==> config.mk <==
export PLATFORM = sky130hd
export DESIGN_NAME = ddr_burst_sched
export DESIGN_NICKNAME = d
export VERILOG_FILES = /design/src/rtl/ddr_burst_sched_pkg.sv /design/src/rtl/ddr_burst_sched_fold_fifo.sv /design/src/rtl/ddr_burst_sched.sv
export SDC_FILE = /design/constraint.sdc
export NUM_CORES = 1
export LEC_CHECK = 0
export BUFFER_PORTS_ARGS = -buffer_cell sky130_fd_sc_hd__buf_2
export CORE_MARGIN = 10
export CORE_UTILIZATION = 55
export DETAILED_ROUTE_END_ITERATION = 7
export GPL_TIMING_DRIVEN = 0
export PLACE_DENSITY = 0.89
export SETUP_SLACK_MARGIN = 0.3
export SLEW_MARGIN = 20
export SYNTH_ARGS = -nofsm -noshare
export SYNTH_HDL_FRONTEND = slang
export SYNTH_SLANG_ARGS = --single-unit
export TNS_END_PERCENT = 100
==> constraint.sdc <==
create_clock -name clk -period 4 [get_ports clk]
set_input_delay 0.2 -clock clk [delete_from_list [all_inputs] [get_ports clk]]
set_output_delay 0.2 -clock clk [all_outputs]
set_load 0.005 [all_outputs]
==> src/rtl/ddr_burst_sched_pkg.sv <==
// Shared types and constants for the DDR burst scheduler: FSM states,
// default FIFO depth, fold width and the beat folding function.
package ddr_burst_sched_pkg;

    typedef enum logic [1:0] {
        IDLE    = 2'd0,
        ARM     = 2'd1,
        CAPTURE = 2'd2,
        DRAIN   = 2'd3
    } state_t;

    localparam int DEFAULT_DEPTH = 4;
    localparam int FOLD_W        = 8;

    // XOR of all four bytes of the DDR beat (hi and lo half-words).
    function automatic logic [FOLD_W-1:0] fold_beat(input logic [15:0] hi, input logic [15:0] lo);
        return hi[15:8] ^ hi[7:0] ^ lo[15:8] ^ lo[7:0];
    endfunction

endpackage

==> src/rtl/ddr_burst_sched_fold_fifo.sv <==
// Small synchronous FIFO for folded beats; a push into a full FIFO is
// accepted only when a pop happens on the same cycle.
module ddr_fold_fifo
    import ddr_burst_sched_pkg::*;
#(
    parameter int DEPTH = DEFAULT_DEPTH
) (
    input  logic              clk,
    input  logic              rst,
    input  logic              flush,
    input  logic              push,
    input  logic [FOLD_W-1:0] push_data,
    input  logic              pop,
    output logic [FOLD_W-1:0] head,
    output logic              full,
    output logic              empty
);

    localparam int AW = (DEPTH > 1) ? $clog2(DEPTH) : 1;

    logic [FOLD_W-1:0] mem [DEPTH];
    logic [AW-1:0]     rd_ptr;
    logic [AW-1:0]     wr_ptr;
    logic [AW:0]       count;
    logic              wr_en;
    logic              rd_en;

    assign empty = (count == '0);
    assign full  = (count == (AW+1)'(DEPTH));
    assign rd_en = pop && !empty;
    assign wr_en = push && (!full || rd_en);
    assign head  = mem[rd_ptr];

    always_ff @(posedge clk or posedge rst) begin
        if (rst) begin
            rd_ptr <= '0;
            wr_ptr <= '0;
            count  <= '0;
        end else if (flush) begin
            rd_ptr <= '0;
            wr_ptr <= '0;
            count  <= '0;
        end else begin
            if (wr_en) wr_ptr <= wr_ptr + AW'(1);
            if (rd_en) rd_ptr <= rd_ptr + AW'(1);
            case ({wr_en, rd_en})
                2'b10:   count <= count + (AW+1)'(1);
                2'b01:   count <= count - (AW+1)'(1);
                default: count <= count;
            endcase
        end
    end

    // Storage carries no reset; the top masks the head while empty.
    always_ff @(posedge clk) begin
        if (wr_en && !flush) mem[wr_ptr] <= push_data;
    end

endmodule

==> src/rtl/ddr_burst_sched.sv <==
// Burst scheduler: arms the DDR capture flops, folds len beats into a FIFO
// and a running checksum, then drains the FIFO and pulses done.
module ddr_burst_sched
    import ddr_burst_sched_pkg::*;
#(
    parameter int DEPTH = DEFAULT_DEPTH
) (
    input  logic              clk,
    input  logic              rst,
    input  logic              start,
    input  logic [7:0]        len,
    input  logic              abort,
    input  logic [15:0]       lo_word,
    input  logic [15:0]       hi_word,
    output logic              cap_en,
    output logic              busy,
    output logic              out_valid,
    input  logic              out_ready,
    output logic [FOLD_W-1:0] out_data,
    output logic              done,
    output logic [FOLD_W-1:0] csum,
    output logic              ovf
);

    state_t            state;
    state_t            state_next;
    logic [7:0]        len_q;
    logic [8:0]        beat_cnt;
    logic [8:0]        beat_target;
    logic              last_beat;
    logic              take;
    logic              flush;
    logic              pop;
    logic              fifo_full;
    logic              fifo_empty;
    logic [FOLD_W-1:0] fifo_head;
    logic [FOLD_W-1:0] beat_fold;

    assign beat_fold   = fold_beat(hi_word, lo_word);
    // len of 0 encodes 256: the zero flag becomes bit 8 of the target.
    assign beat_target = {(len_q == 8'd0), len_q};
    assign last_beat   = ((beat_cnt + 9'd1) == beat_target);
    assign busy        = (state != IDLE);
    assign out_valid   = !fifo_empty;
    assign out_data    = fifo_empty ? '0 : fifo_head;
    assign pop         = out_valid && out_ready;

    always_ff @(posedge clk or posedge rst) begin
        if (rst) state <= IDLE;
        else     state <= state_next;
    end

    always_comb begin
        state_next = state;
        cap_en     = 1'b0;
        done       = 1'b0;
        take       = 1'b0;
        flush      = 1'b0;
        case (state)
            IDLE:    if (start) state_next = ARM;
            ARM: begin
                cap_en     = 1'b1;
                state_next = CAPTURE;
            end
            CAPTURE: begin
                cap_en = 1'b1;
                take   = 1'b1;
                if (last_beat) state_next = DRAIN;
            end
            DRAIN: begin
                if (fifo_empty) begin
                    done       = 1'b1;
                    state_next = IDLE;
                end
            end
            default: state_next = IDLE;
        endcase
        // Abort overrides everything: no beat, no done, FIFO cleared.
        if (abort && state != IDLE) begin
            state_next = IDLE;
            take       = 1'b0;
            done       = 1'b0;
            flush      = 1'b1;
        end
    end

    always_ff @(posedge clk or posedge rst) begin
        if (rst) begin
            len_q    <= '0;
            beat_cnt <= '0;
            csum     <= '0;
            ovf      <= 1'b0;
        end else if (state == IDLE && start) begin
            len_q    <= len;
            beat_cnt <= '0;
            csum     <= '0;
            ovf      <= 1'b0;
        end else if (take) begin
            beat_cnt <= beat_cnt + 9'd1;
            csum     <= csum ^ beat_fold;
            if (fifo_full && !pop) ovf <= 1'b1;
        end
    end

    ddr_fold_fifo #(.DEPTH(DEPTH)) u_fifo (
        .clk       (clk),
        .rst       (rst),
        .flush     (flush),
        .push      (take),
        .push_data (beat_fold),
        .pop       (pop),
        .head      (fifo_head),
        .full      (fifo_full),
        .empty     (fifo_empty)
    );

endmodule

; Yosys cells after proc, flatten, opt, wreduce, memory -nomap -nowiden
; Memory sizes are Yosys's and may differ from the RTL's.
; Index checks and enable logic that the tools add are counted.
[totals]
ff_bits = 35
ramBits = 32
out_inout_bits = 21
mem_count = 1
[mem_list]
columns = memory, depth, word_bits, rd, rd_ports_with_merged_regs, wr, line_no
row1 = u_fifo.mem, 4, 8, 1, 0, 1, ddr_burst_sched_fold_fifo.sv:21  ; logic [FOLD_W-1:0] mem [DEPTH];
[classes]
add_sub_neg = 5
n_eq_ne = 10
mux = 28
n_bitwise = 4
n_reduce_logical = 24
[ops]
columns = operator, count
row1 = $xor 8x8->8, 4
row2 = $mux 8, 3
row3 = $mux 9, 2
row4 = $mux 2, 8
row5 = $mux 1, 12
row6 = $reduce_bool 2->1, 5
row7 = $add 9x1->9 const B, 1
row8 = $eq 9x9->1, 1
row9 = $ne 3x3->1 const B, 3
row10 = $logic_not 8->1, 1
row11 = $pmux 2 s4, 1
row12 = $logic_and 1x1->1, 7
row13 = $eq 2x2->1 const B, 3
row14 = $pmux 3 s2, 1
row15 = $add 2x1->2 const B, 2
row16 = $eq 2x1->1 const B, 2
row17 = $logic_not 1->1, 4
row18 = $add 3x1->3 const B, 1
row19 = $eq 3x3->1 const B, 1
row20 = $logic_not 3->1, 1
row21 = $mux 3, 1
row22 = $reduce_and 3->1, 1
row23 = $reduce_bool 3->1, 1
row24 = $sub 3x1->3 const B, 1
row25 = other kinds (4), 4

; Longest topological paths before layout
; Gate-level depths: netlist (run 1).
[depth]
word_depth = 9
mapped_depth = 12
mapped_depth_nobuf = 11

; Hierarchy
; Synthesis (run 1) repeated with hierarchy kept, for this count alone.
[unflattened]
cells_unflattened = 312
area_unflattened_um2 = 3631.0
[modules_own_cells]
columns = mod, n_inst, cells_per_inst, area_each_um2, seq_area_each_um2
row1 = ddr_burst_sched, 1, 203, 1853.0, 700.7
row2 = ddr_fold_fifo, 1, 109, 1778.0, 1136.1

; Worst setup path before layout (run 1)
; Ideal clock, no wire load.
[synth_timing]
path_type = register to register
startpoint = register state[0]
endpoint = register u_fifo.count[2]
setup_ns = 0.072
arrival_time_ns = 2.756
t_required_ns = 3.928
slack_ns = 1.172
stages_incl_launch_ff = 13
cell_sequence = dfrtp_1 > inv_1 > ha_1 > nand2b_1 > and2_0 > clkbuf_1 > nor2_1 > fa_1 > or3b_2 > o21a_1 > a21oi_1 > a31oi_1 > nor2_1
[synth_between]
elab_chain_len = 7
elab_cells_between_ends = 12
classes_between = eq/ne: 3 / mux: 5 / reduce/logical: 4
[synth_rtl]
columns = item, line_no
row1 = start: declaration, ddr_burst_sched.sv:25  ; state_t state;
row2 = start signal: assignment, ddr_burst_sched.sv:50  ; else state <= state_next;
row3 = $eq 2x2->1 or $reduce_bool 2->1 (tied branches), "ddr_burst_sched.sv:59, ddr_burst_sched.sv:79"
row4 = $mux 1 or $logic_and 1x1->1 (tied branches), "ddr_burst_sched.sv:59, ddr_burst_sched.sv:79"
row5 = $mux 1, ddr_burst_sched.sv:79  ; if (abort && state != IDLE) begin
row6 = $logic_and 1x1->1, ddr_burst_sched_fold_fifo.sv:31  ; assign wr_en = push && (!full || rd_en);
row7 = $eq 2x1->1 or $eq 2x2->1 (tied branches), ddr_burst_sched_fold_fifo.sv:46  ; case ({wr_en, rd_en})
row8 = $pmux 3 s2, ddr_burst_sched_fold_fifo.sv:46
row9 = $mux 3, ddr_burst_sched_fold_fifo.sv:39  ; end else if (flush) begin
row10 = end signal: assignment, ddr_burst_sched_fold_fifo.sv:47  ; 2'b10: count <= count + (AW+1)'(1);
row11 = end signal: assignment, ddr_burst_sched_fold_fifo.sv:48  ; 2'b01: count <= count - (AW+1)'(1);
row12 = end signal: assignment, ddr_burst_sched_fold_fifo.sv:49  ; default: count <= count;
row13 = end: declaration, ddr_burst_sched_fold_fifo.sv:24  ; logic [AW:0] count;
; Parallel ways exist; a longest one is shown, timed or not.
; A chain may end at the register's enable or synchronous reset.

; Final worst setup path (run 1)
; Same ends and word-level chain as after synthesis.

==> out/metrics.csv, run 1 <==
metric;value;unit
status;completed;
Peak Freq;291;MHz
Synth warnings;0;
worst hold path startpoint;len[7];
Post-synth EDFFs;32;
Std-Cell Rows;28;
Final Hold Viols;0;
Distinct cells, synth;43;
GRT Overall Usage;16.5;%
Residual DRC;0;
Worst Setup Path Type;flop to flop;
core area;6030;um2
final net count;429;
Clock transition at path regs;0.08;ns
Via density;5.54;
r2r worst-path depth;12;
vias;2520;
crit path launch type;flop;
CP Data Required Time;4.29;ns
Worst path max stage delay;0.50;ns
setup TNS;0;ns
syn avg cell area;11.6;um2
antenna-violating nets left;0;
die area;9900;um2
maximum fanout along the worst path;10;
Hold Crit Class;primary input to flop;
worst slew pin tran;0.730;ns
Routed WL;7.96;mm
fraction of layout cells with a size suffix above 1;27.6;%
Max H-tree Level;3;
arrival time at the worst endpoint;3.72;ns
Slew Limit Fails;0;
antenna diode count;0;
top_reg_cell synth;dfrtp_1;
CTS Root Cell;clkbuf_8;
relative slew slack;51.3;%
clock buffer depth;2;
Num CTS Buffers;9;
Skew-Pair Late Insertion Delay;0.36;ns
final cell count without fillers;455;
Port Buffers;64;
Async S/R FF share, synth;52.2;%
RSZ-0062 raised after global routing;no;
Starting DRT DRC Count;126;
DR WL/cell;17.5;um
gpl congestion;0.808;
vias in the first global route;2684;
Tmin final;3.43;ns
Setup Skew;0.0137;ns
crit-path leading delay family;simple AND/OR/NAND/NOR gates;
Leak;1.76;nW
final total power;2.70;mW
Cells after Synth;299;
largest net degree at the start of global routing;36;
Syn Std Cell Area;3480;um2
Levels on crit path;12;
first-pass GRT wire length;13.0;mm
P&R area growth vs syn;18.8;%
post-cts resize count;0;
worst r2r src;state[0]$_DFFE_PP0P_;
Peak VDD IR;453;uV
most used cell, CP;nor2_1;
detailed-router iteration count before antenna repair;4;
number of max-cap violations;0;
CTS Sinks;67;
sequential area share after synthesis;52.8;%
num ports;66;
Final Util;68.6;%
Final Cycle Share;85.8;%
critical path's slowest cell;or3b_2;
Die Ht;99.5;um
Pwr per Cell Area;654;nW/um2
Setup crit end kind;flop;
initial antenna violation count;0;
Final Setup Violations;0;
Critical Path, Cell by Cell;inv_1, ha_1, nand2b_1, and2_0, clkbuf_1, nor2_1, fa_1, or3b_2, o21a_1, a21oi_1, a31oi_1, nor2_1;
Worst Path Buf+Inv;2;
DP Cell Count;438;
post-DP HPWL;5.70;mm
CTS tree;done;
grt total ovfl;0;
die width;99.5;um
hold path depth;3;
flop and latch count out of synthesis;67;
Starting Density;57.7;%
Worst Setup SP;state[0]$_DFFE_PP0P_;
syn nets;353;
logic make-up after synthesis:
family          Yosys count  synth area share [%]
buf+inv                  23                  2.63
xor+xnor                 56                  14.1
flops                    67                  52.8
mux                      17                  8.02
compound gates           28                  5.40
fa+ha+maj                 9                  3.45
simple gates             99                  13.6
sequential cells by signal, summed over array words and instances, names as in the netlist:
signal,flops
beat_cnt,9
csum,8
len_q,8
ovf,1
state,2
u_fifo.count,3
u_fifo.mem,32
u_fifo.rd_ptr,2
u_fifo.wr_ptr,2
area by class of cell:
cell class	instances	area, um2
multi-input cells	209	1550
plain buffers	13	53.8
well taps	75	93.8
repair buffers	65	330
inverters	10	37.5
clock buffers	9	124
clock inverters	7	106
fillers	444	1890
flip-flops and latches	67	1840
placed cells by master, fill, tap and decap left out, types with 3 or more instances in the layout:
cell type | Yosys | routed
buf_2 | 4 | 68
nor2_1 | 35 | 35
dfrtp_1 | 35 | 35
edfxtp_1 | 32 | 32
xnor2_1 | 29 | 29
xor2_1 | 27 | 27
nand2_1 | 24 | 24
and2_1 | 13 | 13
clkbuf_8 | 0 | 9
inv_1 | 9 | 8
mux4_2 | 8 | 8
ha_1 | 8 | 8
clkbuf_1 | 7 | 7
nand3_1 | 7 | 7
mux2_2 | 7 | 7
o21ai_0 | 7 | 7
a21oi_1 | 6 | 6
nor3_1 | 3 | 3
nor2b_1 | 3 | 3
nor4_1 | 3 | 3
a31oi_1 | 3 | 3
inv_6 | 0 | 3
cells in the mapped netlist (3+ instances only):
cell / n / area share (%)
dfrtp_1: 35 / 25
nor2_1: 35 / 3.8
edfxtp_1: 32 / 28
xnor2_1: 29 / 7.3
xor2_1: 27 / 6.8
nand2_1: 24 / 2.6
and2_1: 13 / 2.3
inv_1: 9 / 0.97
ha_1: 8 / 2.9
mux4_2: 8 / 5.2
clkbuf_1: 7 / 0.76
mux2_2: 7 / 2.3
nand3_1: 7 / 1.0
o21ai_0: 7 / 1.0
a21oi_1: 6 / 0.86
buf_2: 4 / 0.58
a31oi_1: 3 / 0.54
nor2b_1: 3 / 0.54
nor3_1: 3 / 0.43
nor4_1: 3 / 0.54
where the power goes:
group	internal [mW]	switching [mW]
Sequential	0.894	0.121
Clock	0.363	0.299
Combinational	0.466	0.558
Total	1.72	0.978
tightest hold or removal path, cell delays in order:
cell and delay [ns]:
buf_2 0.08, nand2_1 0.04, o21ai_0 0.07
through the flow:
step | worst slack [ns] | instance area [um2] | hold WS [ns]
4_1_cts | 0.583 | 4130 | 0.0639
3_5_place_dp | 0.609 | 3890 | 0.369
6_report | 0.567 | 4130 | 0.0645
2_1_floorplan | 1.17 | 3480 | 0.317
3_3_place_gp | 0.706 | 3890 | 0.406
5_1_grt | 0.384 | 4130 | 0.0621
routing by layer:
| metal | share of wire, % | vias up | global-route usage (%) |
|---|---|---|---|
| met2 | 52 | 88 | 28.4 |
| met1 | 39 | 1220 | 17.7 |
| met5 | 0 | - | 0 |
| met4 | 4.4 | 0 | 9.04 |
| met3 | 5.1 | 32 | 5.05 |
| li1 | - | 1180 | - |
path summary, 6_finish.rpt:
kind	slack (ns)	to
min in group asynchronous	0.51	state[1]$_DFFE_PP0P_
worst max register to register	0.57	u_fifo.count[2]$_DFFE_PP0P_
worst min-delay path	0.06	len_q[7]$_DFFE_PP0P_
worst max-delay path	0.57	u_fifo.count[2]$_DFFE_PP0P_
worst min register to register	0.53	ovf$_DFFE_PP0P_
max in group asynchronous	3.02	len_q[6]$_DFFE_PP0P_
what timing repair did:
action                                  CTS  global route
hold buffers                              1             0
setup buffers                             0             0
endpoints found under the setup margin    0             0
hold endpoints to repair                 35             0
Note: power is estimated with default switching activity, not from simulation.
==> run 2, diff against run 1 <==
--- a/config.mk
+++ b/config.mk
@@ -11,6 +11,7 @@
 export DETAILED_ROUTE_END_ITERATION = 7
 export GPL_TIMING_DRIVEN = 0
 export PLACE_DENSITY = 0.89
+export RECOVER_POWER = 50
 export SETUP_SLACK_MARGIN = 0.3
 export SLEW_MARGIN = 20
 export SYNTH_ARGS = -nofsm -noshare
==> run 2 against run 1 <==
Power fell by 0.28%. Final cell count unchanged. Sequential power hardly changed. Hold slack is essentially flat. Count of clock-buffer cells in the layout unchanged. Routed wire length rose by 0.24%. Maximum frequency barely moved. Global-route usage stayed put. Clock power is essentially flat. Clock skew up 0.00060 ns. Critical endpoint unchanged.
==> out/metrics.csv, run 2 (same netlist as run 1, synthesis figures left out) <==
metric;value;unit;change
status;completed;;unchanged
num ports;66;;unchanged
Final Cycle Share;85.8;%;about the same
crit path launch type;flop;;unchanged
Final Setup Violations;0;;unchanged
arrival time at the worst endpoint;3.72;ns;about the same
Worst Path Buf+Inv;2;;unchanged
register area;1840;um2;unchanged
clock buffer depth;2;;unchanged
worst slew pin tran;1.32;ns;was 0.730 ns
Critical Path, Cell by Cell;inv_1, ha_1, nand2b_1, and2_0, clkbuf_1, nor2_1, fa_1, or3b_2, o21a_1, a21oi_1, a31oi_1, nor2_1;;unchanged
final net count;429;;unchanged
vias;2518;;was 2520
antenna diode count;0;;unchanged
RSZ-0062 raised after global routing;no;;unchanged
post-DP HPWL;5.70;mm;unchanged
Die Ht;99.5;um;unchanged
Final Hold Viols;0;;unchanged
Pwr per Cell Area;654;nW/um2;about the same
critical path's slowest cell;or3b_2;;unchanged
CP Data Required Time;4.29;ns;about the same
Hold Crit Class;primary input to flop;;unchanged
Worst path max stage delay;0.50;ns;about the same
antenna-violating nets left;0;;unchanged
die area;9900;um2;unchanged
Peak Freq;291;MHz;about the same
relative slew slack;11.9;%;was 51.3%
fraction of layout cells with a size suffix above 1;24.7;%;was 27.6%
grt total ovfl;0;;unchanged
final total power;2.69;mW;was 2.70 mW
Setup crit end kind;flop;;unchanged
detailed-router iteration count before antenna repair;4;;unchanged
Routed WL;7.98;mm;was 7.96 mm
core area;6030;um2;unchanged
Via density;5.53;;was 5.54
DR WL/cell;17.5;um;about the same
final setup margin;0.567;ns;about the same
Peak VDD IR;451;uV;was 453 uV
maximum fanout along the worst path;10;;unchanged
GRT Overall Usage;16.5;%;unchanged
filler cell count;449;;was 444
Num CTS Buffers;9;;unchanged
CTS Sinks;67;;unchanged
Max H-tree Level;3;;unchanged
crit-path leading delay family;simple AND/OR/NAND/NOR gates;;unchanged
Slew Limit Fails;0;;unchanged
biggest regs;u_fifo.mem x32, beat_cnt x9;;unchanged
Residual DRC;0;;unchanged
Clock transition at path regs;0.08;ns;about the same
first-pass GRT wire length;13.0;mm;unchanged
Std-Cell Rows;28;;unchanged
Top reg by flops;u_fifo.mem;;unchanged
gpl congestion;0.808;;unchanged
final cell count without fillers;455;;unchanged
commonest cells after routing, fill and taps aside;buf_2 (58), nor2_1 (35), dfrtp_1 (35);;was buf_2 (68), nor2_1 (35), dfrtp_1 (35)
initial antenna violation count;0;;unchanged
Starting DRT DRC Count;130;;was 126
max FFs per register;32;;unchanged
Setup Skew;0.0143;ns;was 0.0137 ns
DP Cell Count;438;;unchanged
setup TNS;0;ns;unchanged
Worst Setup Path Type;flop to flop;;unchanged
CTS Root Cell;clkbuf_8;;unchanged
most common cell after layout, fill and taps aside;buf_2;;unchanged
die width;99.5;um;unchanged
CTS tree;done;;unchanged
Skew-Pair Late Insertion Delay;0.36;ns;about the same
vias in the first global route;2684;;unchanged
P&R area growth vs syn;18.5;%;was 18.8%
Port Buffers;64;;unchanged
post-placement setup slack;0.609;ns;unchanged
Leak;1.72;nW;was 1.76 nW
most used cell, CP;nor2_1;;unchanged
number of max-cap violations;0;;unchanged
largest net degree at the start of global routing;36;;unchanged
Starting Density;57.7;%;unchanged
Tmin final;3.43;ns;about the same
area taken by multi-input logic gates;1550;um2;unchanged
run 2: path summary, 6_finish.rpt:
| kind | startpoint | end | slack (ns) | cells past startpoint |
|---|---|---|---|---|
| min in group asynchronous | rst | state[1]$_DFFE_PP0P_ | 0.76 | 3 |
| min | len[7] | len_q[7]$_DFFE_PP0P_ | 0.06 | 3 |
| max in group asynchronous | rst | len_q[6]$_DFFE_PP0P_ | 2.47 | 3 |
| max reg2reg | state[0]$_DFFE_PP0P_ | u_fifo.count[2]$_DFFE_PP0P_ | 0.57 | 12 |
| min reg2reg | ovf$_DFFE_PP0P_ | ovf$_DFFE_PP0P_ | 0.54 | 2 |
| max | state[0]$_DFFE_PP0P_ | u_fifo.count[2]$_DFFE_PP0P_ | 0.57 | 12 |
run 2: where the power goes:
group	switching (mW)	internal, mW	total [mW]
logic	0.558	0.457	1.02
registers	0.122	0.894	1.02
clock network	0.299	0.363	0.661
total	0.979	1.71	2.69
run 2: worst register-to-register path: stages, from the launching register on:
cell	delay [ns]
dfrtp_1	0.39
inv_1	0.10
ha_1	0.23
nand2b_1	0.27
and2_0	0.36
clkbuf_1	0.45
nor2_1	0.14
fa_1	0.43
or3b_2	0.50
o21a_1	0.18
a21oi_1	0.15
a31oi_1	0.06
nor2_1	0.11
run 2: final cells by class:
cell class / instances / share of cell area [%]
plain buffers: 13 / 1.31
well taps: 75 / 2.28
clock inverters: 7 / 2.58
flip-flops and latches: 67 / 44.6
multi-input cells: 209 / 37.6
clock buffers: 9 / 3.01
repair buffers: 65 / 7.72
inverters: 10 / 0.911
run 2: metal layers:
layer | part of all wire, % | GRT usage, % | wire (um)
met2 | 52 | 28.4 | 4120
met1 | 39 | 17.7 | 3120
met3 | 5.0 | 5.05 | 398
met5 | 0 | 0 | 0
met4 | 4.3 | 9.04 | 342
run 2: through the flow:
step	cell area, um2	util, %	hold WS (ns)
after global routing	4120	68.4	0.0621
after floorplan	3480	-	0.317
after global placement	3890	64.6	0.406
after CTS	4130	68.6	0.0639
after detailed placement	3890	64.6	0.369
final	4120	68.4	0.0643
run 2: timing repair:
item | in CTS | in global routing
hold buffers | 1 | 0
endpoints found under the hold margin | 35 | 0
setup buffers | 0 | 0
resized for setup | 0 | 0
setup endpoints to repair | 0 | 0
==> run 3, diff against run 2 <==
--- a/config.mk
+++ b/config.mk
@@ -7,10 +7,10 @@
 export LEC_CHECK = 0
 export BUFFER_PORTS_ARGS = -buffer_cell sky130_fd_sc_hd__buf_2
 export CORE_MARGIN = 10
-export CORE_UTILIZATION = 55
+export CORE_UTILIZATION = 45
 export DETAILED_ROUTE_END_ITERATION = 7
 export GPL_TIMING_DRIVEN = 0
-export PLACE_DENSITY = 0.89
+export PLACE_DENSITY = 0.77
 export RECOVER_POWER = 50
 export SETUP_SLACK_MARGIN = 0.3
 export SLEW_MARGIN = 20
==> run 3 against run 2 <==
Clock skew decreased by 0.0062 ns. Power decreased by 4.1%. Worst setup slack improved by 0.041 ns. Highest routed layer unchanged. Hold slack got worse by 0.0024 ns. First-iteration DRC count increased by 0.77%. Via count decreased by 4.3%. Critical path depth unchanged.
==> out/metrics.csv, run 3 (same netlist as run 1, synthesis figures left out) <==
metric;value;unit;change
status;completed;;unchanged
post-cts resize count;0;;unchanged
die area;11600;um2;was 9900 um2
cts hold-fix bufs;0;;was 1
Peak VDD IR;347;uV;was 451 uV
Port Buffers;64;;unchanged
vias;2410;;was 2518
Final Cycle Share;84.8;%;was 85.8%
Worst Setup Path Type;flop to flop;;unchanged
maximum fanout along the worst path;10;;unchanged
CTS Root Cell;clkbuf_8;;unchanged
Min-Delay Endpoint;len_q[7]$_DFFE_PP0P_;;unchanged
worst r2r src;state[0]$_DFFE_PP0P_;;unchanged
Starting DRT DRC Count;131;;was 130
clock buffer depth;2;;unchanged
worst hold path startpoint;len[7];;unchanged
r2r worst-path depth;12;;unchanged
Routed WL;7.34;mm;was 7.98 mm
area taken by multi-input logic gates;1550;um2;unchanged
grt total ovfl;0;;unchanged
filler cell count;677;;was 449
setup bufs post-CTS;0;;unchanged
Flop pwr share;39.2;%;was 37.7%
die width;108;um;was 99.5 um
worst slew pin tran;1.36;ns;was 1.32 ns
initial antenna violation count;0;;unchanged
most common cell after layout, fill and taps aside;buf_2;;unchanged
final net count;428;;was 429
antenna diode count;0;;unchanged
fraction of layout cells with a size suffix above 1;24.8;%;was 24.7%
GRT Overall Usage;13.6;%;was 16.5%
biggest regs;u_fifo.mem x32, beat_cnt x9;;unchanged
Num CTS Buffers;9;;unchanged
vias in the first global route;2548;;was 2684
Skew-Pair Late Insertion Delay;0.35;ns;was 0.36 ns
Sw Share;36.1;%;was 36.4%
Residual DRC;0;;unchanged
P&R area growth vs syn;18.4;%;was 18.5%
commonest cells after routing, fill and taps aside;buf_2 (58), nor2_1 (35), dfrtp_1 (35);;unchanged
CTS tree;done;;unchanged
Critical Path, Cell by Cell;inv_1, ha_1, nand2b_1, and2_0, clkbuf_1, nor2_1, fa_1, or3b_2, o21a_1, a21oi_1, a31oi_1, nor2_1;;unchanged
FF-to-FF End;u_fifo.count[2]$_DFFE_PP0P_;;unchanged
first-pass GRT wire length;12.4;mm;was 13.0 mm
Tmin final;3.39;ns;was 3.43 ns
critical path's slowest cell;or3b_2;;unchanged
Clock transition at path regs;0.08;ns;about the same
Via density;5.04;;was 5.53
Final Setup Violations;0;;unchanged
Hold Crit Class;primary input to flop;;unchanged
detailed-router iteration count before antenna repair;4;;unchanged
Max H-tree Level;3;;unchanged
CTS Sinks;67;;unchanged
Worst path max stage delay;0.50;ns;about the same
Leak;1.71;nW;was 1.72 nW
num ports;66;;unchanged
post-DP HPWL;5.50;mm;was 5.70 mm
Slew Limit Fails;0;;unchanged
DR WL/cell;15.4;um;was 17.5 um
most used cell, CP;nor2_1;;unchanged
Top reg by flops;u_fifo.mem;;unchanged
P_int;1.65;mW;was 1.71 mW
P_sw;931;uW;was 979 uW
combinational share of power;38.2;%;was 37.7%
number of max-cap violations;0;;unchanged
register area;1840;um2;unchanged
gpl congestion;0.810;;was 0.808
crit path launch type;flop;;unchanged
Peak Freq;295;MHz;was 291 MHz
antenna-violating nets left;0;;unchanged
Final Hold Viols;0;;unchanged
Std-Cell Rows;31;;was 28
hold path depth;3;;unchanged
core area;7370;um2;was 6030 um2
Setup Skew;0.00817;ns;was 0.0143 ns
max FFs per register;32;;unchanged
RSZ-0062 raised after global routing;no;;unchanged
Final Util;55.9;%;was 68.4%
Pwr per Cell Area;627;nW/um2;was 654 nW/um2
Die Ht;108;um;was 99.5 um
Reg2Reg Setup Slack;0.61;ns;was 0.57 ns
CP Data Required Time;4.27;ns;was 4.29 ns
clock group share of total power;22.6;%;was 24.6%
setup TNS;0;ns;unchanged
largest net degree at the start of global routing;36;;unchanged
DP Cell Count;462;;was 438
relative slew slack;9.50;%;was 11.9%
final cell count without fillers;478;;was 455
Starting Density;47.2;%;was 57.7%
Setup crit end kind;flop;;unchanged
arrival time at the worst endpoint;3.67;ns;was 3.72 ns
==> run 3: cell count changes in the layout (fill, tap and decap cells not counted) <==
cell / delta
bufinv_16: -1
clkinv_4: +1
clkinvlp_4: +1
dlygate4sd3_1: -1
inv_6: -1
==> run 3: stage by stage <==
step / hold slack, ns / setup WS [ns] / power [mW] / instance area (um2)
floorplan: 0.317 / 1.17 / 1.71 / 3480
global placement: 0.407 / 0.662 / 1.99 / 3920
detailed placement: 0.387 / 0.619 / 2.03 / 3920
CTS: 0.00769 / 0.605 / 2.62 / 4130
global route: 0.0607 / 0.380 / 2.78 / 4120
finish: 0.0619 / 0.608 / 2.58 / 4120
==> run 3: worst max-delay path by stage <==
stage | start | to | slack [ns] | cells past startpoint
4_1_cts | state[0]$_DFFE_PP0P_ | u_fifo.count[2]$_DFFE_PP0P_ | 0.61 | 12
6_report | state[0]$_DFFE_PP0P_ | u_fifo.count[2]$_DFFE_PP0P_ | 0.61 | 12
2_1_floorplan | state[0]$_DFFE_PP0P_ | u_fifo.count[2]$_DFFE_PP0P_ | 1.17 | 12
3_5_place_dp | state[0]$_DFFE_PP0P_ | u_fifo.count[2]$_DFFE_PP0P_ | 0.62 | 12
3_3_place_gp | state[0]$_DFFE_PP0P_ | u_fifo.count[2]$_DFFE_PP0P_ | 0.66 | 12
5_1_grt | state[0]$_DFFE_PP0P_ | u_fifo.count[2]$_DFFE_PP0P_ | 0.38 | 12
==> run 3: worst max-delay path: cells and delay by family, from the launching register on <==
| kind | cells | cell delay (ns) |
|---|---|---|
| DFF | 1 | 0.38 |
| AOI/OAI and AO/OA | 3 | 0.38 |
| adders and majority gates | 2 | 0.66 |
| buffers and inverters | 2 | 0.56 |
| and+or+nand+nor | 5 | 1.34 |
==> run 3: power by group through the flow <==
stage | Combinational [mW] | Clock [mW] | Sequential, mW
after floorplan | 0.715 | 0 | 0.998
after global placement | 0.972 | 0 | 1.02
after detailed placement | 1.00 | 0 | 1.02
after CTS | 1.01 | 0.594 | 1.01
after global routing | 1.11 | 0.630 | 1.04
final | 0.986 | 0.584 | 1.01
==> run 3: cell type report <==
type / instances / area share (%)
buffer: 13 / 1.31
clock buffer: 9 / 3.01
clock inverter: 7 / 2.04
inverter: 10 / 0.912
multi-input combinational: 209 / 37.6
sequential: 67 / 44.6
tap: 99 / 3.01
timing repair buffer: 64 / 7.48
==> run 3: per-layer routing <==
metal	wire length, um	track usage (%)	vias to the layer above	share of wire [%]
met5	0	0	-	0
met4	116	6.49	0	1.6
met3	316	3.23	8	4.3
met2	3790	22.5	58	52
met1	3120	16.2	1164	43
li1	-	-	1180	-
